**src/rtl/wb_arbiter2_if.sv**
```systemverilog
`default_nettype none
// ============================================================================
//  Module   : wb_arbiter2_if
//  Purpose  : Bundles the two Wishbone master ports and the shared slave port.
//  Revision : 1.0  initial release
// ============================================================================
interface wb_arbiter2_if;
   logic [1:0]  m_cyc_i;
   logic [1:0]  m_stb_i;
   logic [1:0]  m_we_i;
   logic [63:0] m_adr_i;
   logic [63:0] m_dat_i;
   logic [7:0]  m_sel_i;
   logic [31:0] m_dat_o;
   logic [1:0]  m_ack_o;
   logic [1:0]  m_err_o;
   logic [1:0]  m_rty_o;
   logic        s_cyc_o;
   logic        s_stb_o;
   logic        s_we_o;
   logic [31:0] s_adr_o;
   logic [31:0] s_dat_o;
   logic [3:0]  s_sel_o;
   logic [31:0] s_dat_i;
   logic        s_ack_i;
   logic        s_err_i;
   logic        s_rty_i;
   logic [1:0]  grant_o;

   // master: the arbiter's view (it masters the slave bus); slave: the surrounding system
   modport master (
      input  m_cyc_i, m_stb_i, m_we_i, m_adr_i, m_dat_i, m_sel_i,
      input  s_dat_i, s_ack_i, s_err_i, s_rty_i,
      output m_dat_o, m_ack_o, m_err_o, m_rty_o,
      output s_cyc_o, s_stb_o, s_we_o, s_adr_o, s_dat_o, s_sel_o,
      output grant_o
   );

   modport slave (
      output m_cyc_i, m_stb_i, m_we_i, m_adr_i, m_dat_i, m_sel_i,
      output s_dat_i, s_ack_i, s_err_i, s_rty_i,
      input  m_dat_o, m_ack_o, m_err_o, m_rty_o,
      input  s_cyc_o, s_stb_o, s_we_o, s_adr_o, s_dat_o, s_sel_o,
      input  grant_o
   );
endinterface
`default_nettype wire

```
**src/rtl/wb_arbiter2.sv**
```systemverilog
`default_nettype none
// ============================================================================
//  Module   : wb_arbiter2
//  Purpose  : Two-master Wishbone classic arbiter, round-robin, with watchdog.
//  Revision : 1.0  initial release
// ============================================================================
module wb_arbiter2 #(
   parameter int TIMEOUT_CYCLES = 255,
   parameter int TIMEOUT_WIDTH  = 8
) (
   input  logic          clk_i,
   input  logic          rst_i,
   wb_arbiter2_if.master bus
);

   localparam logic [0:0] c_st_idle    = 1'b0;
   localparam logic [0:0] c_st_granted = 1'b1;

   logic [0:0]               r_state;
   logic                     r_owner;
   logic                     r_last_owner;
   logic [TIMEOUT_WIDTH-1:0] r_wd_cnt;

   logic                     w_busy;
   logic                     w_own_cyc;
   logic                     w_own_stb;
   logic                     w_resp;
   logic                     w_stall;
   logic                     w_timeout;
   logic                     w_next_owner;
   logic [TIMEOUT_WIDTH-1:0] w_wd_next;

   assign w_busy    = (r_state == c_st_granted);
   assign w_own_cyc = bus.m_cyc_i[r_owner];
   assign w_own_stb = bus.m_stb_i[r_owner];
   assign w_resp    = bus.s_ack_i | bus.s_err_i | bus.s_rty_i;
   assign w_stall   = w_busy & w_own_cyc & w_own_stb & ~w_resp;

   // On a tie the master that did not own the bus last wins
   always_comb begin
      w_next_owner = r_owner;
      case (bus.m_cyc_i)
         2'b01:   w_next_owner = 1'b0;
         2'b10:   w_next_owner = 1'b1;
         2'b11:   w_next_owner = ~r_last_owner;
         default: w_next_owner = r_owner;
      endcase
   end

   generate
      if (TIMEOUT_CYCLES > 0) begin : g_wd_on
         localparam logic [TIMEOUT_WIDTH-1:0] c_wd_last = TIMEOUT_WIDTH'(TIMEOUT_CYCLES - 1);

         assign w_timeout = w_stall & (r_wd_cnt == c_wd_last);

         always_comb begin
            w_wd_next = r_wd_cnt;
            if (!w_busy || !w_own_cyc || w_resp || w_timeout) begin
               w_wd_next = '0;
            end else if (w_stall && (r_wd_cnt != c_wd_last)) begin
               w_wd_next = r_wd_cnt + TIMEOUT_WIDTH'(1);
            end
         end
      end else begin : g_wd_off
         assign w_timeout = 1'b0;
         assign w_wd_next = '0;
      end
   endgenerate

   always_ff @(posedge clk_i or posedge rst_i) begin
      if (rst_i) begin
         r_state      <= c_st_idle;
         r_owner      <= 1'b0;
         r_last_owner <= 1'b1;
         r_wd_cnt     <= '0;
      end else begin
         r_wd_cnt <= w_wd_next;
         case (r_state)
            c_st_idle: begin
               if (bus.m_cyc_i != 2'b00) begin
                  r_state <= c_st_granted;
                  r_owner <= w_next_owner;
               end
            end
            c_st_granted: begin
               // Releasing always passes through idle, so owners never hand over directly
               if (!w_own_cyc) begin
                  r_state      <= c_st_idle;
                  r_last_owner <= r_owner;
               end
            end
            default: r_state <= c_st_idle;
         endcase
      end
   end

   always_comb begin
      bus.s_cyc_o = 1'b0;
      bus.s_stb_o = 1'b0;
      bus.s_we_o  = 1'b0;
      bus.s_adr_o = '0;
      bus.s_dat_o = '0;
      bus.s_sel_o = '0;
      bus.m_ack_o = 2'b00;
      bus.m_err_o = 2'b00;
      bus.m_rty_o = 2'b00;
      bus.grant_o = 2'b00;
      bus.m_dat_o = bus.s_dat_i;
      if (w_busy) begin
         bus.grant_o = r_owner ? 2'b10 : 2'b01;
         bus.s_cyc_o = w_own_cyc & ~w_timeout;
         bus.s_stb_o = w_own_cyc & w_own_stb & ~w_timeout;
         bus.s_we_o  = bus.m_we_i[r_owner];
         bus.s_adr_o = r_owner ? bus.m_adr_i[63:32] : bus.m_adr_i[31:0];
         bus.s_dat_o = r_owner ? bus.m_dat_i[63:32] : bus.m_dat_i[31:0];
         bus.s_sel_o = r_owner ? bus.m_sel_i[7:4]   : bus.m_sel_i[3:0];
         // An owner that has dropped cyc has abandoned the cycle; nothing is routed back
         if (w_own_cyc) begin
            bus.m_ack_o[r_owner] = bus.s_ack_i;
            bus.m_err_o[r_owner] = bus.s_err_i | w_timeout;
            bus.m_rty_o[r_owner] = bus.s_rty_i;
         end
      end
   end

endmodule
`default_nettype wire
```
**src/flat_wrapper.sv**
```systemverilog
// flat-port wrapper written by rule: the top's interface ports become plain ports
module wb_arbiter2_flat 
#(
   parameter int TIMEOUT_CYCLES = 255,
   parameter int TIMEOUT_WIDTH  = 8
)
  (clk_i, rst_i, bus_m_cyc_i, bus_m_stb_i, bus_m_we_i, bus_m_adr_i, bus_m_dat_i, bus_m_sel_i, bus_s_dat_i, bus_s_ack_i, bus_s_err_i, bus_s_rty_i, bus_m_dat_o, bus_m_ack_o, bus_m_err_o, bus_m_rty_o, bus_s_cyc_o, bus_s_stb_o, bus_s_we_o, bus_s_adr_o, bus_s_dat_o, bus_s_sel_o, bus_grant_o);
  wb_arbiter2_if bus_i ();
  input  logic clk_i;
  input  logic rst_i;
  input wire logic [$bits(bus_i.m_cyc_i)-1:0] bus_m_cyc_i;
  input wire logic [$bits(bus_i.m_stb_i)-1:0] bus_m_stb_i;
  input wire logic [$bits(bus_i.m_we_i)-1:0] bus_m_we_i;
  input wire logic [$bits(bus_i.m_adr_i)-1:0] bus_m_adr_i;
  input wire logic [$bits(bus_i.m_dat_i)-1:0] bus_m_dat_i;
  input wire logic [$bits(bus_i.m_sel_i)-1:0] bus_m_sel_i;
  input wire logic [$bits(bus_i.s_dat_i)-1:0] bus_s_dat_i;
  input wire logic [$bits(bus_i.s_ack_i)-1:0] bus_s_ack_i;
  input wire logic [$bits(bus_i.s_err_i)-1:0] bus_s_err_i;
  input wire logic [$bits(bus_i.s_rty_i)-1:0] bus_s_rty_i;
  output wire logic [$bits(bus_i.m_dat_o)-1:0] bus_m_dat_o;
  output wire logic [$bits(bus_i.m_ack_o)-1:0] bus_m_ack_o;
  output wire logic [$bits(bus_i.m_err_o)-1:0] bus_m_err_o;
  output wire logic [$bits(bus_i.m_rty_o)-1:0] bus_m_rty_o;
  output wire logic [$bits(bus_i.s_cyc_o)-1:0] bus_s_cyc_o;
  output wire logic [$bits(bus_i.s_stb_o)-1:0] bus_s_stb_o;
  output wire logic [$bits(bus_i.s_we_o)-1:0] bus_s_we_o;
  output wire logic [$bits(bus_i.s_adr_o)-1:0] bus_s_adr_o;
  output wire logic [$bits(bus_i.s_dat_o)-1:0] bus_s_dat_o;
  output wire logic [$bits(bus_i.s_sel_o)-1:0] bus_s_sel_o;
  output wire logic [$bits(bus_i.grant_o)-1:0] bus_grant_o;
  assign bus_i.m_cyc_i = bus_m_cyc_i;
  assign bus_i.m_stb_i = bus_m_stb_i;
  assign bus_i.m_we_i = bus_m_we_i;
  assign bus_i.m_adr_i = bus_m_adr_i;
  assign bus_i.m_dat_i = bus_m_dat_i;
  assign bus_i.m_sel_i = bus_m_sel_i;
  assign bus_i.s_dat_i = bus_s_dat_i;
  assign bus_i.s_ack_i = bus_s_ack_i;
  assign bus_i.s_err_i = bus_s_err_i;
  assign bus_i.s_rty_i = bus_s_rty_i;
  assign bus_m_dat_o = bus_i.m_dat_o;
  assign bus_m_ack_o = bus_i.m_ack_o;
  assign bus_m_err_o = bus_i.m_err_o;
  assign bus_m_rty_o = bus_i.m_rty_o;
  assign bus_s_cyc_o = bus_i.s_cyc_o;
  assign bus_s_stb_o = bus_i.s_stb_o;
  assign bus_s_we_o = bus_i.s_we_o;
  assign bus_s_adr_o = bus_i.s_adr_o;
  assign bus_s_dat_o = bus_i.s_dat_o;
  assign bus_s_sel_o = bus_i.s_sel_o;
  assign bus_grant_o = bus_i.grant_o;
  wb_arbiter2 #(.TIMEOUT_CYCLES(TIMEOUT_CYCLES), .TIMEOUT_WIDTH(TIMEOUT_WIDTH)) u_core (.clk_i(clk_i), .rst_i(rst_i), .bus(bus_i));
endmodule
```
**config.mk**
```make
export PLATFORM = sky130hd
export DESIGN_NAME = wb_arbiter2_flat
export DESIGN_NICKNAME = d
export VERILOG_FILES = /design/src/rtl/wb_arbiter2_if.sv /design/src/rtl/wb_arbiter2.sv /design/src/flat_wrapper.sv
export SDC_FILE = /design/constraint.sdc
export NUM_CORES = 1
export LEC_CHECK = 0
export ABC_AREA = 1
export BUFFER_PORTS_ARGS = -buffer_cell sky130_fd_sc_hd__buf_4
export CAP_MARGIN = 20
export CORE_AREA = 2 2 113 115
export CTS_CLUSTER_DIAMETER = 150
export DETAILED_ROUTE_END_ITERATION = 6
export DIE_AREA = 0 0 115 117
export MAX_ROUTING_LAYER = met4
export PLACE_DENSITY = 0.46
export SLEW_MARGIN = 20
export SYNTH_ARGS = -nofsm -noshare
export SYNTH_HDL_FRONTEND = slang
export SYNTH_SLANG_ARGS = --single-unit
```
**constraint.sdc**
```tcl
create_clock -name clk_i -period 2.15 [get_ports clk_i]
set_clock_uncertainty 0.15 [all_clocks]
set_input_delay 0.43 -clock clk_i [delete_from_list [all_inputs] [get_ports clk_i]]
set_output_delay 0.43 -clock clk_i [all_outputs]
set_load 0.1 [all_outputs]
```
==> impl_metrics.py <==
metrics = {
    "status": {
        "status": "complete, but fails checks",
        "violations": "setup timing",
    },
    "critical_path": {
        "critPathKind": "register to output pin",
        "reg2reg_from": "u_core.r_wd_cnt[0]",
        "r2r_end": "u_core.r_wd_cnt[7]",
        "start_kind": "register",
        "worstPathRequired_ns": 1.57,
        "worstRegToRegCells": 11,
        "end_kind": "output pin",
        "arrival_ns": 1.64,
        "cp_max_fo": 3,
        "reg2reg_slack_ns": 0.56,
    },
    "clocking": {
        "cts_buffer_depth": 2,
        "cts_sinks": 11,
        "ctsRootBufferMaster": "clkbuf_16",
        "cts_buffers": 3,
        "cts_hold_buf": 0,
        "clkSlewWorstSetupHoldPaths_ns": 0.05,
        "clock_latency_ns": 0.24,
        "h-tree-depth": 1,
        "cts_tree": "yes",
    },
    "sta": {
        "max_freq_ghz": 0.450,
        "drv_slew": 0,
        "worstMarginPinSlew_ns": 0.462,
        "hold_viol_final": 0,
        "min_period_ns": 2.22,
        "finalCritPeriodShare_pct": 103,
        "tns_ns": -0.208,
        "worst_slack_ns": -0.0726,
        "setup_viol": 3,
        "rsz0062_at_grt": "true",
        "maxSlewHeadroom_pct": 69.2,
        "hold-worst-slack_ns": 0.0526,
    },
    "drt": {
        "ant_nets": 0,
        "drt_first_pass_iters": 4,
        "drtIter0Drc": 98,
        "detailroute.via_count": 2641,
        "via_per_inst": 4.35,
        "drc": 0,
        "wl_um": 11700,
        "wire_per_inst_um": 19.3,
    },
    "cells_and_area": {
        "antennaDiodeCount": 0,
        "drive_above_1_share_pct": 79.9,
        "fillers": 1176,
        "final_nets": 639,
        "layout_common_cells": "buf_4, buf_12, a22o_2",
        "syn_to_final_growth_pct": 186,
        "layout_commonest_cell": "buf_4",
    },
    "global_routing": {
        "grt_pass1_wl_um": 13700,
        "antenna_found_initial": 0,
        "grtUsageTotal_pct": 13.6,
        "grt_max_degree": 43,
        "grt_pass1_vias": 2360,
        "grt-ovfl-total": 0,
    },
    "placement": {
        "dp_hpwl_um": 7950,
        "port_buffers": 225,
        "place_congestion": 0.849,
    },
    "yosys": {
        "ys_seq_elements": 11,
        "netlist_area_sq_um": 1810,
        "ys.flop_type": "dfrtp_1",
        "ys_types": 25,
        "synth_nets": 416,
        "synthArstFlopShare_pct": 100,
        "synth_edf_count": 0,
        "synth_warnings": 0,
        "synth_seq_area_share_pct": 15.3,
        "avgSynthCellArea_sq_um": 7.69,
        "syn_inst": 235,
    },
    "floorplan": {
        "placementRows": 41,
        "pin_count": 290,
        "die_w_um": 115,
        "die-area_sq_um": 13500,
        "core_region_area_sq_um": 12300,
        "die_y_um": 117,
        "start_util_pct": 14.7,
    },
    "min_path": {
        "hold_path.class": "input pin to asynchronous set/reset pin",
    },
    "run": {
        "drv_cap": 0,
    },
}
## through the flow
step	setup slack, ns	cells	util, %	area [sq um]
2_1_floorplan	-0.385	235	-	1980
3_3_place_gp	0.0913	580	29.9	3680
3_5_place_dp	0.0850	580	29.9	3680
4_1_cts	-0.0416	589	36.6	4500
5_1_grt	-0.183	607	42.0	5170
6_report	-0.0726	607	42.0	5170
## state kept, by name, summed over array words and instances, names as in the netlist
| signal | count |
|---|---|
| u_core.r_state | 1 |
| u_core.r_wd_cnt | 8 |
| u_core.r_owner | 1 |
| u_core.r_last_owner | 1 |
## cell type report
type                       instances  area, sq um  share of cell area (%)
timing repair buffer             265         3040                    58.8
multi-input combinational        156         1500                    29.0
sequential                        11          277                    5.35
tap                              150          188                    3.63
inverter                          21         86.3                    1.67
clock buffer                       4         78.8                    1.52
## synthesized netlist by cell type, types with 3 or more instances
library cell   n  area (sq um)
a22o_1        69           604
nand2_1       38           143
buf_4         35           263
inv_1         18          67.6
nor2_1        13          48.8
dfrtp_1       10           250
nand3_1        9          45.0
buf_2          7          35.0
buf_6          5          56.3
nand3b_1       5          37.5
a21oi_1        4          20.0
inv_2          3          11.3
## cell families after synthesis
kind of cell    after synthesis  synth area share, %
compound gates               77                 36.1
flops                        11                 15.3
simple gates                 75                 22.4
fa+ha+maj                     2                 1.38
xor+xnor                      2                0.969
buf+inv                      68                 23.9
## timing repair
action                     4_1_cts  5_1_grt
setup buffers                    4        7
setup endpoints to repair       74       73
cloned                           1       12
gates resized for setup        172       69
pin swaps                        4        8
## how the worst max path moves through the flow
stage / to / from / depth (start not counted)
final: bus_s_stb_o / u_core.r_wd_cnt[0] / 10
after detailed placement: bus_m_err_o[1] / bus_s_err_i / 7
after floorplan: bus_m_ack_o[0] / u_core.r_owner / 4
after CTS: bus_s_dat_o[13] / u_core.r_owner / 5
after global placement: bus_m_err_o[1] / bus_s_err_i / 7
after global routing: bus_s_stb_o / u_core.r_wd_cnt[0] / 10
## metal layers
| metal | global-route usage [%] | routed length (um) | up-vias |
|---|---|---|---|
| met3 | 3.50 | 1020 | 4 |
| met5 | - | 0 | - |
| met1 | 17.4 | 4760 | 1234 |
| met2 | 22.4 | 5890 | 139 |
| li1 | - | - | 1264 |
| met4 | 1.69 | 42 | 0 |
## critical path, stage by stage, from the launching register on
cell and delay [ns]:
dfrtp_1 0.38, inv_2 0.08, ha_4 0.12, nand2_2 0.05, nor2_2 0.09, nand2_1 0.08
nor2_2 0.14, nand2_2 0.12, nand3b_1 0.14, inv_2 0.06, buf_12 0.16
Power is not shown: default switching activity piles up to over one toggle a cycle in this logic, so the estimate is an artifact.
